$ cat src/rtl/fifo_rd_stream.sv
// Drains a show-ahead FIFO into a valid/ready stream with burst framing.
// A 2-entry skid buffer keeps the FIFO pop strobe independent of the consumer's ready.
module fifo_rd_stream #(
  parameter int    DATA_WIDTH    = 8,
  parameter int    BURST_LEN     = 4,
  parameter string INSTANCE_NAME = "DEADF1F0",
  localparam int   CW            = (BURST_LEN > 1) ? $clog2(BURST_LEN) : 1
) (
  input  logic                  i_clk,
  input  logic                  i_rst_n,
  input  logic                  i_flush,
  output logic                  o_fifo_read,
  input  logic                  i_fifo_empty,
  input  logic [DATA_WIDTH-1:0] i_fifo_rd_data,
  output logic                  o_m_valid,
  input  logic                  i_m_ready,
  output logic [DATA_WIDTH-1:0] o_m_data,
  output logic                  o_m_last,
  output logic [CW-1:0]         o_beat_count,
  output logic [1:0]            o_occupancy
);

  localparam logic [CW-1:0] LAST_BEAT = CW'(BURST_LEN - 1);

  // Handshake: a beat transfers on a rising i_clk when o_m_valid && i_m_ready,
  // unless i_flush is high, in which case the transfer is discarded. o_m_valid
  // only falls after a transfer, a flush or reset.
  logic [DATA_WIDTH-1:0] mem [2];
  logic                  head;
  logic                  tail;
  logic [1:0]            occ;
  logic [CW-1:0]         beat;
  logic                  rd;
  logic                  hs;

  always_comb begin
    rd = !i_fifo_empty && (occ != 2'd2) && !i_flush;
    hs = (occ != 2'd0) && i_m_ready && !i_flush;
  end

  assign o_fifo_read  = rd;
  assign o_m_valid    = (occ != 2'd0);
  assign o_m_data     = mem[head];
  assign o_m_last     = o_m_valid && (beat == LAST_BEAT);
  assign o_beat_count = beat;
  assign o_occupancy  = occ;

  always_ff @(posedge i_clk or negedge i_rst_n) begin
    if (!i_rst_n) begin
      mem[0] <= '0;
      mem[1] <= '0;
      head   <= 1'b0;
      tail   <= 1'b0;
      occ    <= 2'd0;
      beat   <= '0;
    end else if (i_flush) begin
      // Data registers keep stale contents; occupancy alone marks them empty.
      head <= 1'b0;
      tail <= 1'b0;
      occ  <= 2'd0;
      beat <= '0;
    end else begin
      if (rd) begin
        mem[tail] <= i_fifo_rd_data;
        tail      <= ~tail;
      end
      if (hs) begin
        head <= ~head;
        beat <= (beat == LAST_BEAT) ? '0 : beat + 1'b1;
      end
      case ({rd, hs})
        2'b10:   occ <= occ + 2'd1;
        2'b01:   occ <= occ - 2'd1;
        default: occ <= occ;
      endcase
    end
  end

`ifndef SYNTHESIS
  logic hold_valid;

  always_ff @(posedge i_clk or negedge i_rst_n) begin
    if (!i_rst_n) begin
      hold_valid <= 1'b0;
    end else begin
      if (rd && i_fifo_empty)
        $error("%s: FIFO popped while empty at time %0t", INSTANCE_NAME, $time);
      if (hold_valid && !o_m_valid)
        $error("%s: stream valid dropped without handshake at time %0t", INSTANCE_NAME, $time);
      hold_valid <= o_m_valid && !hs && !i_flush;
    end
  end
`endif

endmodule

$ cat config.mk
export PLATFORM = sky130hd
export DESIGN_NAME = fifo_rd_stream
export DESIGN_NICKNAME = d
export VERILOG_FILES = /design/src/rtl/fifo_rd_stream.sv
export SDC_FILE = /design/constraint.sdc
export NUM_CORES = 1
export LEC_CHECK = 0
export BUFFER_PORTS_ARGS = -buffer_cell sky130_fd_sc_hd__buf_2
export CAP_MARGIN = 20
export CORE_MARGIN = 5
export CORE_UTILIZATION = 55
export DETAILED_ROUTE_END_ITERATION = 16
export GPL_TIMING_DRIVEN = 0
export PLACE_DENSITY = 0.83
export SETUP_SLACK_MARGIN = 0.02
export SLEW_MARGIN = 20
export SYNTH_ARGS = -nofsm -noshare
export SYNTH_HDL_FRONTEND = slang
export SYNTH_SLANG_ARGS = --single-unit
$ cat constraint.sdc
create_clock -name i_clk -period 4.6 [get_ports i_clk]
set_clock_uncertainty 0.05 [all_clocks]
set_input_delay 0.23 -clock i_clk [delete_from_list [all_inputs] [get_ports i_clk]]
set_output_delay 0.23 -clock i_clk [all_outputs]
set_load 0.02 [all_outputs]
==> results.yml, run 1 <==
status:
  status: "finished clean"
route:
  drc: 0
  vias: 694
  viasPerCell: 5.141
  firstDrtPassIters: 4
  final_antenna_net_count: 0
  finalWirelength_mm: 1.897
  wl_per_cell_microns: 14.05
  drtIter0Drc: 3
sta:
  timing.setup.tns_ns: 0
  final_max_slew_viol_count: 0
  max_freq_ghz: 0.5232
  finalSetupViolations: 0
  rsz0062_at_grt: "no"
  tightest_slew_ns: 0.6210
  final-hold-violation-count: 0
  slew_headroom_pct: 58.29
  finalWorstSetupSlack_ns: 2.689
  fin_crit_ns: 1.911
  period_share_pct: 41.55
setup_path:
  cp.depth: 3
  cp.arrival_ns: 1.63
  r2r-end: "mem[6]$_DFFE_PN0P_"
  cpPeakStageDelay_ns: 0.44
  cp-start-kind: "flop"
  rrSetupSlack_ns: 2.85
  crit_path_top_delay_cell: "clkbuf_1"
  critPathMaxFanout: 9
  critPathKind: "flop to primary output"
  endpoint: "o_m_data[6]"
  rr_startpoint: "o_occupancy[1]$_DFFE_PN0P_"
  path_delay_family: "buffers and inverters"
  crit_path_start: "head$_DFFE_PN0P_"
  r2r_cells: 4
  cp_cell_sequence: "clkbuf_1 > mux2_2 > buf_2"
  cp.required_ns: 4.32
  crit_path_end_kind: "primary output"
  critical_path_buf_inv_count: 2
clocking:
  clkSlewWorstSetupHoldPaths_ns: 0.12
  cts_made_buffers: 3
  clock-sinks: 22
  cts-resized-gates: 0
  clockBufferDepth: 2
  cts_root_buffer: "clkbuf_4"
  insertion_delay_ns: 0.29
  htreeDepth: 1
  tritoncts: "built"
yosys:
  synth-adder-area-share_pct: 1.159
  synth_xor_xnor_area_share_pct: 1.622
  synth-compound-area-share_pct: 4.983
  netlist-cell-type-count: 24
  yosys.area_share.simple_pct: 9.270
  ys_ff_latch: 22
  synth_warnings: 0
  syn-num-nets: 92
  avgSynthCellArea_sq_um: 13.84
  synth_mux_area_share_pct: 28.74
  ys_seq_area_share_pct: 50.98
  netlist_area_sq_um: 1080
  synth_top_family_by_area: "multiplexers"
  syn_inst: 78
floorplanning:
  initial_utilization_pct: 56.18
  die_area_sq_um: 2950
  die_w_microns: 54.31
  die_h_microns: 54.31
  rows: 16
  core_sq_um: 1922
  ios: 28
placement:
  placed_cell_area_sq_um: 1239
  dp_hpwl_mm: 1.412
  dp.cells: 130
  port_buffers: 25
  pre_cts_ws_ns: 2.860
  gp_congestion: 0.6373
final_layout:
  layout.nets: 123
  num_antenna_cells: 0
  post-route-util_pct: 67.71
  final_common_cell: "buf_2"
  final_cell_mix: "26 x buf_2, 22 x dfrtp_1, 16 x mux2_2"
  drive_above_1_share_pct: 57.41
  stdcell_count: 135
  design_area_sq_um: 1301
  syn_to_final_growth_pct: 20.51
grt:
  first_global_vias: 719
  grt_pass1_wl_mm: 3.236
  antenna_found_initial: 0
  grt_max_degree: 23
  grt.total_usage_pct: 14.92
  overflow: 0
run:
  cap_violations: 0
pwr:
  p_leak_nw: 0.6408
  powerDensity_nw_per_um2: 419.8
  vdd_drop_max_uv: 369.7
hold_path:
  hold_class: "input pin to flop"
  hp-start: "i_fifo_rd_data[0]"
cells by family (layout without fill, tap and decap cells):
family	after synthesis	count (layout)
flops	22	22
fa+ha+maj	1	1
compound gates	9	9
mux	25	25
simple gates	13	13
buf+inv	6	36
xor+xnor	2	2
registers in the layout, indices dropped and copies added (netlist names):
name	count
head	1
mem	16
o_beat_count	2
o_occupancy	2
tail	1
synth_stat cells (all sizes together):
cell type / count / area, sq um
or3: 1 / 7.510
a211o: 1 / 10.01
or4b: 1 / 13.76
nor2: 3 / 11.26
and2: 2 / 12.51
mux2: 24 / 300.3
mux2i: 1 / 10.01
inv: 2 / 7.510
o22a: 1 / 8.760
buf: 3 / 23.77
nor3: 2 / 10.01
o21ai: 4 / 20.02
xor2: 2 / 17.52
dfrtp: 22 / 550.5
nand2: 1 / 3.750
a21oi: 3 / 15.01
ha: 1 / 12.51
clkbuf: 1 / 3.750
nor4: 1 / 21.27
or2: 1 / 6.260
nor2b: 1 / 13.76
worst min-delay path by stage:
stage,cells past startpoint,slack (ns),end
3_5_place_dp,1,0.16,mem[7]$_DFFE_PN0P_
3_3_place_gp,1,0.17,o_occupancy[1]$_DFFE_PN0P_
4_1_cts,2,0.11,mem[0]$_DFFE_PN0P_
2_1_floorplan,0,-0.12,head$_DFFE_PN0P_
6_report,2,0.12,mem[0]$_DFFE_PN0P_
5_1_grt,2,0.1,mem[0]$_DFFE_PN0P_
cell type report:
class | count | area [sq um]
inverter | 2 | 7.507
buffer | 4 | 27.53
timing repair buffer | 26 | 135.1
multi-input combinational | 50 | 494.2
clock inverter | 1 | 30.03
sequential | 22 | 550.5
tap | 27 | 33.78
clock buffer | 3 | 22.52
fill | 163 | 620.6
metrics by stage:
stage               hold slack, ns  power (mW)
floorplan                  -0.1156      0.3635
global placement            0.1668      0.3985
detailed placement          0.1635      0.4070
CTS                         0.1082      0.5524
global route               0.09705      0.5785
finish                      0.1159      0.5463
routing by layer:
| layer | part of all wire (%) | global-route usage [%] | vias to the layer above | wire length, microns |
|---|---|---|---|---|
| li1 | - | - | 334 | - |
| met1 | 44 | 18.51 | 349 | 830 |
| met2 | 53 | 27.89 | 11 | 1004 |
| met3 | 3.3 | 2.452 | 0 | 62 |
| met4 | 0 | 1.245 | 0 | 0 |
| met5 | 0 | 0 | - | 0 |
timing repair:
action                                 in CTS  in global routing
buffers inserted                            0                  0
hold buffers                                1                  0
endpoints found under the hold margin      22                  0
power breakdown:
| group | switching (mW) | internal [mW] |
|---|---|---|
| clock network | 0.0557 | 0.0879 |
| registers | 0.0231 | 0.232 |
| logic | 0.0678 | 0.0803 |
| total | 0.146 | 0.400 |
(Power assumes the default switching activity.)
==> run 2: changes to the inputs <==
--- a/config.mk
+++ b/config.mk
@@ -8,10 +8,10 @@
 export BUFFER_PORTS_ARGS = -buffer_cell sky130_fd_sc_hd__buf_2
 export CAP_MARGIN = 20
 export CORE_MARGIN = 5
-export CORE_UTILIZATION = 55
+export CORE_UTILIZATION = 51
 export DETAILED_ROUTE_END_ITERATION = 16
 export GPL_TIMING_DRIVEN = 0
-export PLACE_DENSITY = 0.83
+export PLACE_DENSITY = 0.77
 export SETUP_SLACK_MARGIN = 0.02
 export SLEW_MARGIN = 20
 export SYNTH_ARGS = -nofsm -noshare
==> constraint.sdc (replaced) <==
create_clock -name i_clk -period 1.9 [get_ports i_clk]
set_clock_uncertainty 0.05 [all_clocks]
set_input_delay 0.095 -clock i_clk [delete_from_list [all_inputs] [get_ports i_clk]]
set_output_delay 0.095 -clock i_clk [all_outputs]
set_load 0.02 [all_outputs]
==> run 2 against run 1 <==
Effect of this change:
- clock-buffer cell count unchanged
- global-route usage decreased by 0.52 points
- largest power group unchanged
- via count grew 6.3%
==> results.yml, run 2 (synthesis gave the netlist of run 1 again) <==
status:
  status: "finished clean"
route:
  finalWirelength_mm: 2.075
  viasPerCell: 5.161
  vias: 738
  final_antenna_net_count: 0
  wl_per_cell_microns: 14.51
  drc: 0
  firstDrtPassIters: 4
  drtIter0Drc: 6
final_layout:
  final_cell_mix: "26 x buf_2, 22 x dfrtp_1, 16 x mux2_2"
  largest_reg_flops: 16
  final_common_cell: "buf_2"
  regMostFlops: "mem"
  post-route-util_pct: 69.70
  layout.nets: 131
  drive_above_1_share_pct: 53.45
  design_area_sq_um: 1381
  nFillCells: 146
  syn_to_final_growth_pct: 27.93
  num_antenna_cells: 0
pwr:
  powerDensity_nw_per_um2: 969.7
  p_leak_nw: 0.6742
  vdd_drop_max_uv: 600.9
sta:
  timing.setup.tns_ns: 0
  max_freq_ghz: 0.5663
  finalSetupViolations: 0
  rsz0062_at_grt: "no"
  final-hold-violation-count: 0
  slew_headroom_pct: 61.31
  final_max_slew_viol_count: 0
  fin_crit_ns: 1.766
  tightest_slew_ns: 0.5760
  period_share_pct: 92.95
clocking:
  htreeDepth: 1
  insertion_delay_ns: 0.29
  clkSlewWorstSetupHoldPaths_ns: 0.11
  cts_setup_buffers: 0
  cts-resized-gates: 0
  cts_made_buffers: 3
  tritoncts: "built"
  cts_root_buffer: "clkbuf_4"
  cts_hold_buf: 9
  clockBufferDepth: 2
  clock-sinks: 22
placement:
  port_buffers: 25
  gp_congestion: 0.7083
  dp_hpwl_mm: 1.474
  placed_cell_area_sq_um: 1239
setup_path:
  critPathKind: "flop to primary output"
  cp.required_ns: 1.75
  crit_path_end_kind: "primary output"
  crit_path_top_delay_cell: "clkbuf_1"
  rr_startpoint: "o_occupancy[1]$_DFFE_PN0P_"
  cp_cell_sequence: "clkbuf_1 > mux2_2 > buf_2"
  r2r-end: "mem[0]$_DFFE_PN0P_"
  cp-start-kind: "flop"
  cp.arrival_ns: 1.62
  cpPeakStageDelay_ns: 0.43
  rrSetupSlack_ns: 0.17
  r2r_cells: 4
  critPathMaxFanout: 9
hold_path:
  hold_path_end: "o_occupancy[1]$_DFFE_PN0P_"
  hp-start: "i_flush"
  min_path_cells: 2
  hold_class: "input pin to flop"
run:
  cap_violations: 0
grt:
  grt_max_degree: 23
  overflow: 0
  antenna_found_initial: 0
  first_global_vias: 797
  grt_pass1_wl_mm: 3.657
  grt.total_usage_pct: 14.40
floorplanning:
  die_w_microns: 56.02
  rows: 16
  die_area_sq_um: 3138
  ios: 28
  initial_utilization_pct: 54.48
  core_sq_um: 1982
  die_h_microns: 56.02
==> run 2: worst max-delay path by stage <==
stage / startpoint / endpoint / slack (ns) / depth (start not counted)
5_1_grt: head$_DFFE_PN0P_ / o_m_data[5] / 0.05 / 3
4_1_cts: head$_DFFE_PN0P_ / o_m_data[4] / 0.11 / 3
6_report: head$_DFFE_PN0P_ / o_m_data[4] / 0.13 / 3
3_3_place_gp: o_occupancy[1]$_DFFE_PN0P_ / mem[2]$_DFFE_PN0P_ / 0.21 / 4
3_5_place_dp: o_occupancy[1]$_DFFE_PN0P_ / mem[6]$_DFFE_PN0P_ / 0.19 / 4
2_1_floorplan: o_occupancy[1]$_DFFE_PN0P_ / mem[0]$_DFFE_PN0P_ / 0.14 / 4
==> run 2: area by class of cell <==
class                      count  area, sq um  share of cell area, %
sequential                    22        550.5                  39.86
clock buffer                   3        22.52                  1.630
timing repair buffer          34        215.2                  15.58
inverter                       2        7.507                 0.5435
multi-input combinational     50        494.2                  35.78
tap                           27        33.78                  2.446
clock inverter                 1        30.03                  2.174
buffer                         4        27.53                  1.993
==> run 2: power by group <==
part,total [mW],internal [mW],switching (mW)
Combinational,0.375,0.205,0.170
Sequential,0.613,0.560,0.0528
Clock,0.351,0.213,0.138
==> run 2: critical path: cells and delay by family (launching register included) <==
| family | cells | cell delay [ns] |
|---|---|---|
| buffers and inverters | 2 | 0.59 |
| muxes | 1 | 0.40 |
| DFF | 1 | 0.34 |
==> run 2: stage by stage <==
| stage | total power, mW | hold WS, ns | cells | setup WS (ns) |
|---|---|---|---|---|
| after floorplan | 0.8802 | -0.2506 | 78 | 0.1445 |
| after global placement | 0.9673 | 0.03384 | 130 | 0.2096 |
| after detailed placement | 0.9880 | 0.03980 | 130 | 0.1869 |
| after CTS | 1.357 | 0.02366 | 143 | 0.1085 |
| after global routing | 1.415 | 0.05245 | 143 | 0.04955 |
| final | 1.339 | 0.04094 | 143 | 0.1340 |
==> run 2: metal layers <==
metal	global-route usage, %	vias up	share of wire, %
met1	18.31	359	44
li1	-	352	-
met4	5.424	0	3.1
met5	0	-	0
met3	3.944	6	5.0
met2	23.21	21	48
